File: src/rtl/lbus_aes_pkg.sv
// Shared definitions for the SASEBO-GIII local-bus AES register interface:
// address map, CTRL bit positions, block type and the word-lane helper.
package lbus_aes_pkg;

  typedef logic [127:0] block_t;

  localparam logic [15:0] ADDR_CTRL      = 16'h0002;
  localparam logic [15:0] ADDR_MODE      = 16'h000C;
  localparam logic [15:0] ADDR_VER       = 16'h00FC;
  localparam logic [15:0] ADDR_KEY_BASE  = 16'h0100;
  localparam logic [15:0] ADDR_DIN_BASE  = 16'h0140;
  localparam logic [15:0] ADDR_DOUT_BASE = 16'h0180;

  localparam int CTRL_START = 0;
  localparam int CTRL_KEY   = 1;
  localparam int CTRL_SRST  = 2;

  // Word 0 is the most significant lane, so its lsb sits at bit 112 (= (7-idx)*16).
  function automatic logic [6:0] word_lsb(input logic [2:0] idx);
    return {~idx, 4'b0000};
  endfunction

endpackage

File: src/rtl/lbus_strobe_sync.sv
// Multi-flop synchroniser for an active-low bus strobe, with single-cycle
// rise and fall pulses taken after the last stage.
module lbus_strobe_sync #(
  parameter int SYNC_STAGES = 2
) (
  input  logic clk,
  input  logic rst,
  input  logic strobe,
  output logic rise,
  output logic fall
);

  logic [SYNC_STAGES-1:0] sync_q;
  logic                   prev_q;

  always_ff @(posedge clk or posedge rst) begin
    if (rst) begin
      sync_q <= '1;
      prev_q <= 1'b1;
    end else begin
      sync_q <= {sync_q[SYNC_STAGES-2:0], strobe};
      prev_q <= sync_q[SYNC_STAGES-1];
    end
  end

  assign rise = sync_q[SYNC_STAGES-1] & ~prev_q;
  assign fall = ~sync_q[SYNC_STAGES-1] & prev_q;

endmodule

File: src/rtl/lbus_aes_regif.sv
// Local-bus register file in front of the AES core: key/plaintext staging,
// Krdy/Drdy strobes, busy tracking, ciphertext capture and soft reset.
module lbus_aes_regif
  import lbus_aes_pkg::*;
#(
  parameter logic [15:0] VERSION     = 16'h0001,
  parameter int          SYNC_STAGES = 2
) (
  input  logic        clk,
  input  logic        rst,
  input  logic [15:0] lbus_a,
  input  logic [15:0] lbus_di,
  output logic [15:0] lbus_do,
  input  logic        lbus_wrn,
  input  logic        lbus_rdn,
  output block_t      blk_kin,
  output block_t      blk_din,
  input  block_t      blk_dout,
  output logic        blk_krdy,
  output logic        blk_drdy,
  input  logic        blk_kvld,
  input  logic        blk_dvld,
  output logic        blk_encdec,
  output logic        blk_en,
  output logic        blk_rstn
);

  logic   wr_rise, rd_fall, unused_wr_fall, unused_rd_rise;
  logic   key_busy, data_busy, srst_q;
  block_t dout_q;
  logic [15:0] rdata;
  logic   key_hit, din_hit, dout_hit, wr_ctrl, cfg_open, key_go, start_go;

  lbus_strobe_sync #(.SYNC_STAGES(SYNC_STAGES)) u_wr_sync (
    .clk(clk), .rst(rst), .strobe(lbus_wrn), .rise(wr_rise), .fall(unused_wr_fall)
  );

  lbus_strobe_sync #(.SYNC_STAGES(SYNC_STAGES)) u_rd_sync (
    .clk(clk), .rst(rst), .strobe(lbus_rdn), .rise(unused_rd_rise), .fall(rd_fall)
  );

  assign key_hit  = (lbus_a[15:4] == ADDR_KEY_BASE[15:4])  && !lbus_a[0];
  assign din_hit  = (lbus_a[15:4] == ADDR_DIN_BASE[15:4])  && !lbus_a[0];
  assign dout_hit = (lbus_a[15:4] == ADDR_DOUT_BASE[15:4]) && !lbus_a[0];
  assign wr_ctrl  = wr_rise && (lbus_a == ADDR_CTRL);
  assign cfg_open = !key_busy && !data_busy;

  // Both commands are judged on the pre-update busy/srst values; key-load masks start.
  assign key_go   = wr_ctrl && lbus_di[CTRL_KEY] && cfg_open && !srst_q;
  assign start_go = wr_ctrl && lbus_di[CTRL_START] && !lbus_di[CTRL_KEY] && cfg_open && !srst_q;

  always_comb begin
    rdata = '0;
    if (lbus_a == ADDR_CTRL)      rdata = {13'b0, srst_q, key_busy, data_busy};
    else if (lbus_a == ADDR_MODE) rdata = {15'b0, blk_encdec};
    else if (lbus_a == ADDR_VER)  rdata = VERSION;
    else if (key_hit)             rdata = blk_kin[word_lsb(lbus_a[3:1]) +: 16];
    else if (din_hit)             rdata = blk_din[word_lsb(lbus_a[3:1]) +: 16];
    else if (dout_hit)            rdata = dout_q[word_lsb(lbus_a[3:1]) +: 16];
  end

  always_ff @(posedge clk or posedge rst) begin
    if (rst) begin
      lbus_do    <= '0;
      blk_kin    <= '0;
      blk_din    <= '0;
      blk_krdy   <= 1'b0;
      blk_drdy   <= 1'b0;
      blk_encdec <= 1'b0;
      dout_q     <= '0;
      key_busy   <= 1'b0;
      data_busy  <= 1'b0;
      srst_q     <= 1'b0;
    end else begin
      blk_krdy <= key_go;
      blk_drdy <= start_go;
      if (wr_ctrl) srst_q <= lbus_di[CTRL_SRST];

      if (srst_q)        key_busy <= 1'b0;
      else if (key_go)   key_busy <= 1'b1;
      else if (blk_kvld) key_busy <= 1'b0;

      if (srst_q)        data_busy <= 1'b0;
      else if (start_go) data_busy <= 1'b1;
      else if (blk_dvld) data_busy <= 1'b0;

      if (blk_dvld) dout_q <= blk_dout;

      // Core inputs are frozen while an operation is in flight.
      if (wr_rise && cfg_open) begin
        if (lbus_a == ADDR_MODE) blk_encdec <= lbus_di[0];
        if (key_hit) blk_kin[word_lsb(lbus_a[3:1]) +: 16] <= lbus_di;
        if (din_hit) blk_din[word_lsb(lbus_a[3:1]) +: 16] <= lbus_di;
      end

      if (rd_fall) lbus_do <= rdata;
    end
  end

  assign blk_rstn = ~srst_q;
  assign blk_en   = ~srst_q;

endmodule

File: config.mk
export PLATFORM = sky130hd
export DESIGN_NAME = lbus_aes_regif
export DESIGN_NICKNAME = d
export VERILOG_FILES = /design/src/rtl/lbus_aes_pkg.sv /design/src/rtl/lbus_strobe_sync.sv /design/src/rtl/lbus_aes_regif.sv
export SDC_FILE = /design/constraint.sdc
export NUM_CORES = 1
export LEC_CHECK = 0
export BUFFER_PORTS_ARGS = -buffer_cell sky130_fd_sc_hd__buf_2
export CAP_MARGIN = 5
export CORE_MARGIN = 1.5
export CORE_UTILIZATION = 58
export CTS_CLUSTER_DIAMETER = 150
export DETAILED_ROUTE_END_ITERATION = 6
export PLACE_DENSITY_LB_ADDON = 0.15
export SYNTH_ARGS = -nofsm -noshare
export SYNTH_HDL_FRONTEND = slang
export SYNTH_SLANG_ARGS = --single-unit
File: constraint.sdc
create_clock -name clk -period 34.4 [get_ports clk]
set_input_delay 0 -clock clk [delete_from_list [all_inputs] [get_ports clk]]
set_output_delay 0 -clock clk [all_outputs]
set_load 0.05 [all_outputs]
==> impl_metrics.yaml, run 1 <==
global_routing:
  antenna_found_initial: 5
  grt_pass1_vias: 15500
  overflow: 0
  grt_usage: 0.385
  grt_pass1_wl_um: 94700
  grt_max_degree: 180
setup_path:
  critPathMaxFanout: 45
  worstSetupPathType: "input port to register"
  path_buf_inv: 2
  crit_top_cell: "buf_4"
  path_cells: "buf_4 -> buf_4 -> and2_1 -> nand2_1 -> nand2b_1 -> or3_1 -> o21ai_0"
  cp_slowest_cell: "or3_1"
  cp-end-kind: "register"
  path_delay_family: "simple AND/OR/NAND/NOR gates"
  arrival_ns: 3.39
  crit_required_ns: 34.75
  max_stage_delay_ns: 1.07
  start_kind: "input port"
logic_synthesis:
  yosys.area.top_type: "dfrtp_1"
  synth_commonest_cells: "dfrtp_1 (406), nand2_1 (291), mux2_2 (179)"
  ys_warn_count: 0
  yosysTopAreaCellShare: 0.546
  ys_seq_area_frac: 0.555
  synth_ff_type: "dfrtp_1"
  netlist_top_cells_area: "dfrtp_1 (55%), mux4_2 (12%), mux2_2 (11%)"
  avgSynthCellArea_um2: 12.7
  syn_area_mm2: 0.0186
  syn_inst: 1460
  synth_enable_flop_cells: 0
  synth_nets: 1631
  async_flop_share: 1.00
  synth_seq_cells: 412
  yosysMostFrequentCell: "dfrtp_1"
  synth.distinct_cells: 51
drt:
  vias: 14900
  routed_wl_um: 62400
  first_iter_violations: 1308
  drcViolationCount: 0
  dr.pass1.iters: 5
  ant_nets: 0
  wl_per_cell_um: 25.6
  via_per_inst: 6.13
finish:
  design_area_mm2: 0.0240
  multi_input_area_mm2: 0.00778
  drive_gt1_frac: 0.413
  regArea_mm2: 0.0103
  final_util: 0.759
  nets: 2172
  fill_cells: 2080
  synthToLayoutAreaGrowth_pct: 28.8
outcome:
  status: "completed"
sta:
  rsz0062_at_grt: "no"
  finalCritPeriodShare: 0.0884
  fin_hold_ws_ns: 0.0384
  fin_tns_setup_ns: 0
  fin_skew_ns: 0.0101
  drv_slew: 0
  fmax_ghz: 0.329
  period_needed_ns: 3.04
  finalHoldViolCount: 0
  tightest_slew_ns: 1.28
  max_slew_margin: 0.149
  setup_viol: 0
clocking:
  cts_inserted_buffers: 43
  clk_pin_slew_ns: 0.06
  clk_latency_ns: 0.54
  clockBufferDepth: 3
  cts.sinks: 412
  cts_tree: "built"
  postCtsSetupBuffers: 0
  cts_root_buf: "clkbuf_16"
  cts_max_level: 2
power_and_ir_drop:
  peakVddDrop_mv: 0.0350
  clock_power_share: 0.439
  combPwrFrac: 0.092
  p_switching_mw: 0.254
  p_leak_nw: 11.6
  swShare: 0.234
  p_int_mw: 0.833
  power_frac_seq: 0.469
  finalPower_mw: 1.09
  powerDensity_mw_per_mm2: 45.4
floorplanning:
  rows: 65
  pin_count: 443
  die_y_um: 182
  start_util: 0.589
  placeableCoreArea_mm2: 0.0316
  die_w_um: 182
  dieArea_mm2: 0.0331
run:
  maxCapViolCount: 0
placed_design:
  dp_hpwl_um: 41000
  io_buffer_count: 442
  placed_cell_area_mm2: 0.0210
  place_congestion: 0.888
worst_hold_path:
  timing.hold.worst.class: "input port to register"
## repair_timing
| action | CTS | global route |
|---|---|---|
| gates resized for setup | 0 | 0 |
| endpoints found under the hold margin | 471 | 0 |
| hold buffers | 148 | 0 |
## registers in the layout (all words and copies together), names as in the netlist, 2 cells and up
register and cells:
blk_din 128, blk_kin 128, dout_q 128, lbus_do 16, u_rd_sync.sync_q 2, u_wr_sync.sync_q 2
## worst paths after layout
kind                                                from                             to  slack (ns)  cells past startpoint
max                                            lbus_a[2]        blk_kin[84]$_DFFE_PP0P_       31.36                      7
max in group asynchronous                            rst       blk_kin[112]$_DFFE_PP0P_       32.65                      4
min                                            lbus_a[6]         lbus_do[0]$_DFFE_PP0P_        0.04                      5
min reg2reg                u_rd_sync.sync_q[0]$_DFF_PP1_  u_rd_sync.sync_q[1]$_DFF_PP1_        0.36                      0
max reg2reg                u_wr_sync.sync_q[1]$_DFF_PP1_        blk_kin[13]$_DFFE_PP0P_       31.44                      6
min in group asynchronous                            rst        dout_q[107]$_DFFE_PP0P_        0.13                      3
## per-layer routing
layer | GRT usage | up-vias | wire [um]
li1 | - | 6339 | -
met1 | 0.495 | 7582 | 23500
met2 | 0.624 | 811 | 29700
met3 | 0.0752 | 197 | 5350
met4 | 0.212 | 2 | 3880
met5 | 0 | - | 10
## layout make-up
class,count,share of cell area
clock buffer,65,0.0547
inverter,4,0.000940
clock inverter,10,0.00543
sequential,412,0.431
tap,402,0.0210
timing repair buffer,610,0.162
multi-input combinational,930,0.325
antenna,4,0.000418
## power groups by stage
stage          logic [mW]  registers, mW  clock network (mW)
6_report            0.101          0.510               0.477
5_1_grt             0.107          0.511               0.500
3_5_place_dp       0.0847          0.517                   0
2_1_floorplan      0.0539          0.516                   0
3_3_place_gp       0.0833          0.516                   0
4_1_cts            0.0986          0.509               0.479
## worst register-to-register path, delay by kind of cell (launching register included)
family / cells / cell delay, ns
multiplexers: 1 / 0.41
flip-flops: 1 / 0.56
AND/OR/NAND/NOR: 5 / 1.89
## placed cells by master, fill, tap and decap left out, types with 5 or more instances in the layout
cell type,n
buf_2,438
dfrtp_1,406
nand2_1,291
mux2_2,179
o21ai_0,170
dlygate4sd3_1,148
mux4_2,95
mux2i_1,46
clkbuf_16,45
o31ai_1,24
buf_4,20
o22ai_1,13
o211ai_1,13
or3_1,11
clkbuf_8,11
nor2_1,10
mux2_4,10
clkbuf_1,9
a21oi_1,6
dfstp_2,6
mux2_1,5
o21ai_1,5
ha_1,5
clkinv_2,5
## logic make-up after synthesis
kind of cell | Yosys count | synth area share
AOI/OAI and AO/OA | 236 | 0.0702
adders and majority gates | 5 | 0.00336
buffers and inverters | 118 | 0.0278
DFF | 412 | 0.555
muxes | 335 | 0.259
and+or+nand+nor | 354 | 0.0846
## per-stage QoR
step | cells | setup slack (ns)
global placement | 2208 | 30.84
global route | 2437 | 31.08
finish | 2437 | 31.36
detailed placement | 2209 | 30.79
CTS | 2432 | 31.19
floorplan | 1460 | 22.95
(Power assumes the default switching activity.)
==> inputs of run 2 (changes only) <==
- ABC_AREA: default -> 1
- CORE_UTILIZATION: 58 -> 50
- clock period: 34.4 -> 2.5 ns (I/O delays scaled with it)
==> run 2 against run 1 <==
  * Setup slack got worse by 31 ns
  * Count of clock-buffer cells in the layout is 4 higher
  * Critical path type is now register to register
  * Cell count grew 49%
  * Largest cell class unchanged
  * Combinational power grew to 18 times the previous value
  * Clock skew is 0.016 ns higher
  * Register-to-register slack lost 31 ns
  * Total power rose to 14 times the previous value
  * Die area rose by 25%
==> impl_metrics.yaml, run 2 <==
sta:
  finalCritPeriodShare: 0.928
  tightest_slew_ns: 0.772
  fin_ws_ns: 0.181
  rsz0062_at_grt: "no"
  period_needed_ns: 2.32
  fmax_ghz: 0.431
  fin_hold_ws_ns: 0.0255
  setup_viol: 0
  fin_skew_ns: 0.0256
  drv_slew: 0
  max_slew_margin: 0.485
  finalHoldViolCount: 0
logic_synthesis:
  syn_area_mm2: 0.0201
  netlist_top_cells_area: "dfrtp_1 (50%), nand2_1 (13%), o21ai_0 (7.2%)"
  ys_seq_area_frac: 0.513
  yosys.area.top_type: "dfrtp_1"
  synth_ff_type: "dfrtp_1"
  synth_nets: 2689
  ys_warn_count: 0
  syn_inst: 2518
  synth_commonest_cells: "nand2_1 (708), dfrtp_1 (406), o21ai_0 (289)"
  yosysMostFrequentCell: "nand2_1"
  synth.distinct_cells: 41
  synth_seq_cells: 412
  async_flop_share: 1.00
  yosysTopAreaCellShare: 0.505
  synth_enable_flop_cells: 0
  avgSynthCellArea_um2: 7.99
global_routing:
  overflow: 0
  grt_pass1_vias: 19500
  grt_pass1_wl_um: 125000
  grt_usage: 0.409
  antenna_found_initial: 0
  grt_max_degree: 190
floorplanning:
  die_y_um: 204
  die_w_um: 204
  dieArea_mm2: 0.0415
  start_util: 0.507
  placeableCoreArea_mm2: 0.0397
  rows: 73
  pin_count: 443
placed_design:
  dp_hpwl_um: 60600
  dp_slack_ns: 0.253
  dp_cells: 3385
  io_buffer_count: 442
  place_congestion: 1.01
worst_hold_path:
  timing.hold.worst.class: "input port to register"
clocking:
  cts.sinks: 412
  cts_root_buf: "clkbuf_16"
  postCtsSetupBuffers: 0
  cts_tree: "built"
  clk_latency_ns: 0.59
  clockBufferDepth: 3
  cts_max_level: 2
  clk_pin_slew_ns: 0.06
  cts_inserted_buffers: 46
finish:
  final_cell_mix: "nand2_1 (708), buf_2 (439), dfrtp_1 (406), o21ai_0 (287), inv_1 (276)"
  top_regs: "blk_din (128), blk_kin (128), dout_q (128)"
  final_util: 0.656
  final_common_cell: "nand2_1"
  synthToLayoutAreaGrowth_pct: 29.5
  stdcell_count: 3638
  nets: 3247
  drive_gt1_frac: 0.199
  fill_cells: 3354
setup_path:
  arrival_ns: 2.79
  crit_required_ns: 2.97
  worstSetupPathType: "register to register"
  start_kind: "register"
  regToRegSetupSlack_ns: 0.18
  critPathMaxFanout: 30
  cp-end-kind: "register"
run:
  maxCapViolCount: 0
drt:
  first_iter_violations: 2486
  met3_length_um: 10500
  dr_wl_met2_um: 35900
  ant_nets: 0
  dr.pass1.iters: 6
  vias: 20700
  drcViolationCount: 0
  wl_per_cell_um: 23.5
  wl_met1_um: 35300
  routed_wl_um: 85500
  highest_layer: "met4"
  via_per_inst: 5.68
power_and_ir_drop:
  p_leak_nw: 14.6
  powerDensity_mw_per_mm2: 600
  finalPower_mw: 15.6
  peakVddDrop_mv: 0.455
outcome:
  status: "completed"
## run 2: logic make-up (layout without fill, tap and decap cells)
logic type | Yosys count | in the layout | share of synthesized area
multiplexers | 64 | 64 | 0.0318
adder cells (fa/ha/maj) | 5 | 5 | 0.00311
flip-flops | 412 | 412 | 0.513
AO/OA/AOI/OAI | 557 | 557 | 0.147
AND/OR/NAND/NOR | 1034 | 1034 | 0.215
other | 0 | 1 | 0
buffers and inverters | 446 | 1040 | 0.0900
## run 2: layout make-up
cell class                      instances  area (um2)  area share
Timing Repair Buffer                  664        4450       0.171
Antenna cell                            1        2.50   0.0000960
Clock buffer                           69        1360      0.0521
Inverter                              292        1130      0.0433
Tap cell                              525         657      0.0252
Clock inverter                         15         158     0.00605
Multi-Input combinational cell       1660        8000       0.307
Sequential cell                       412       10300       0.396
## run 2: routing by layer
metal / GRT usage / vias up
met4: 0.181 / 0
met5: 0 / -
met3: 0.128 / 202
met2: 0.570 / 1331
met1: 0.581 / 9910
li1: - / 9231
## run 2: timing repair
item	CTS	global route
resized for setup	0	2
hold endpoints to repair	499	0
hold buffers	168	0
endpoints found under the setup margin	0	2
## run 2: worst paths after layout
path,from,end,cells past startpoint
max reg2reg,u_wr_sync.sync_q[1]$_DFF_PP1_,blk_din[127]$_DFFE_PP0P_,9
max in group asynchronous,rst,dout_q[43]$_DFFE_PP0P_,5
min reg2reg,u_rd_sync.sync_q[0]$_DFF_PP1_,u_rd_sync.sync_q[1]$_DFF_PP1_,0
min in group asynchronous,rst,blk_kin[71]$_DFFE_PP0P_,4
min,blk_dvld,dout_q[79]$_DFFE_PP0P_,4
max,u_wr_sync.sync_q[1]$_DFF_PP1_,blk_din[127]$_DFFE_PP0P_,9
## run 2: worst max-delay path, cell delays in order, from the launching register on
cell,delay [ns]
dfstp_2,0.54
inv_1,0.04
nor2_1,0.15
nand2_2,0.17
inv_1,0.20
nand2_8,0.17
nor2_4,0.54
o21ai_0,0.20
o21ai_0,0.12
inv_1,0.06
## run 2: stage by stage
step / instance area, um2 / setup TNS (ns)
after floorplan: 20100 / -1246.89
after global placement: 22900 / 0
after detailed placement: 22900 / 0
after CTS: 26100 / 0
after global routing: 26100 / 0
final: 26100 / 0
## run 2: power by group
part	internal, mW	leakage (nW)	switching [mW]
Clock	4.06	0.755	2.85
Combinational	0.599	8.38	1.18
Sequential	6.87	5.44	0.0833
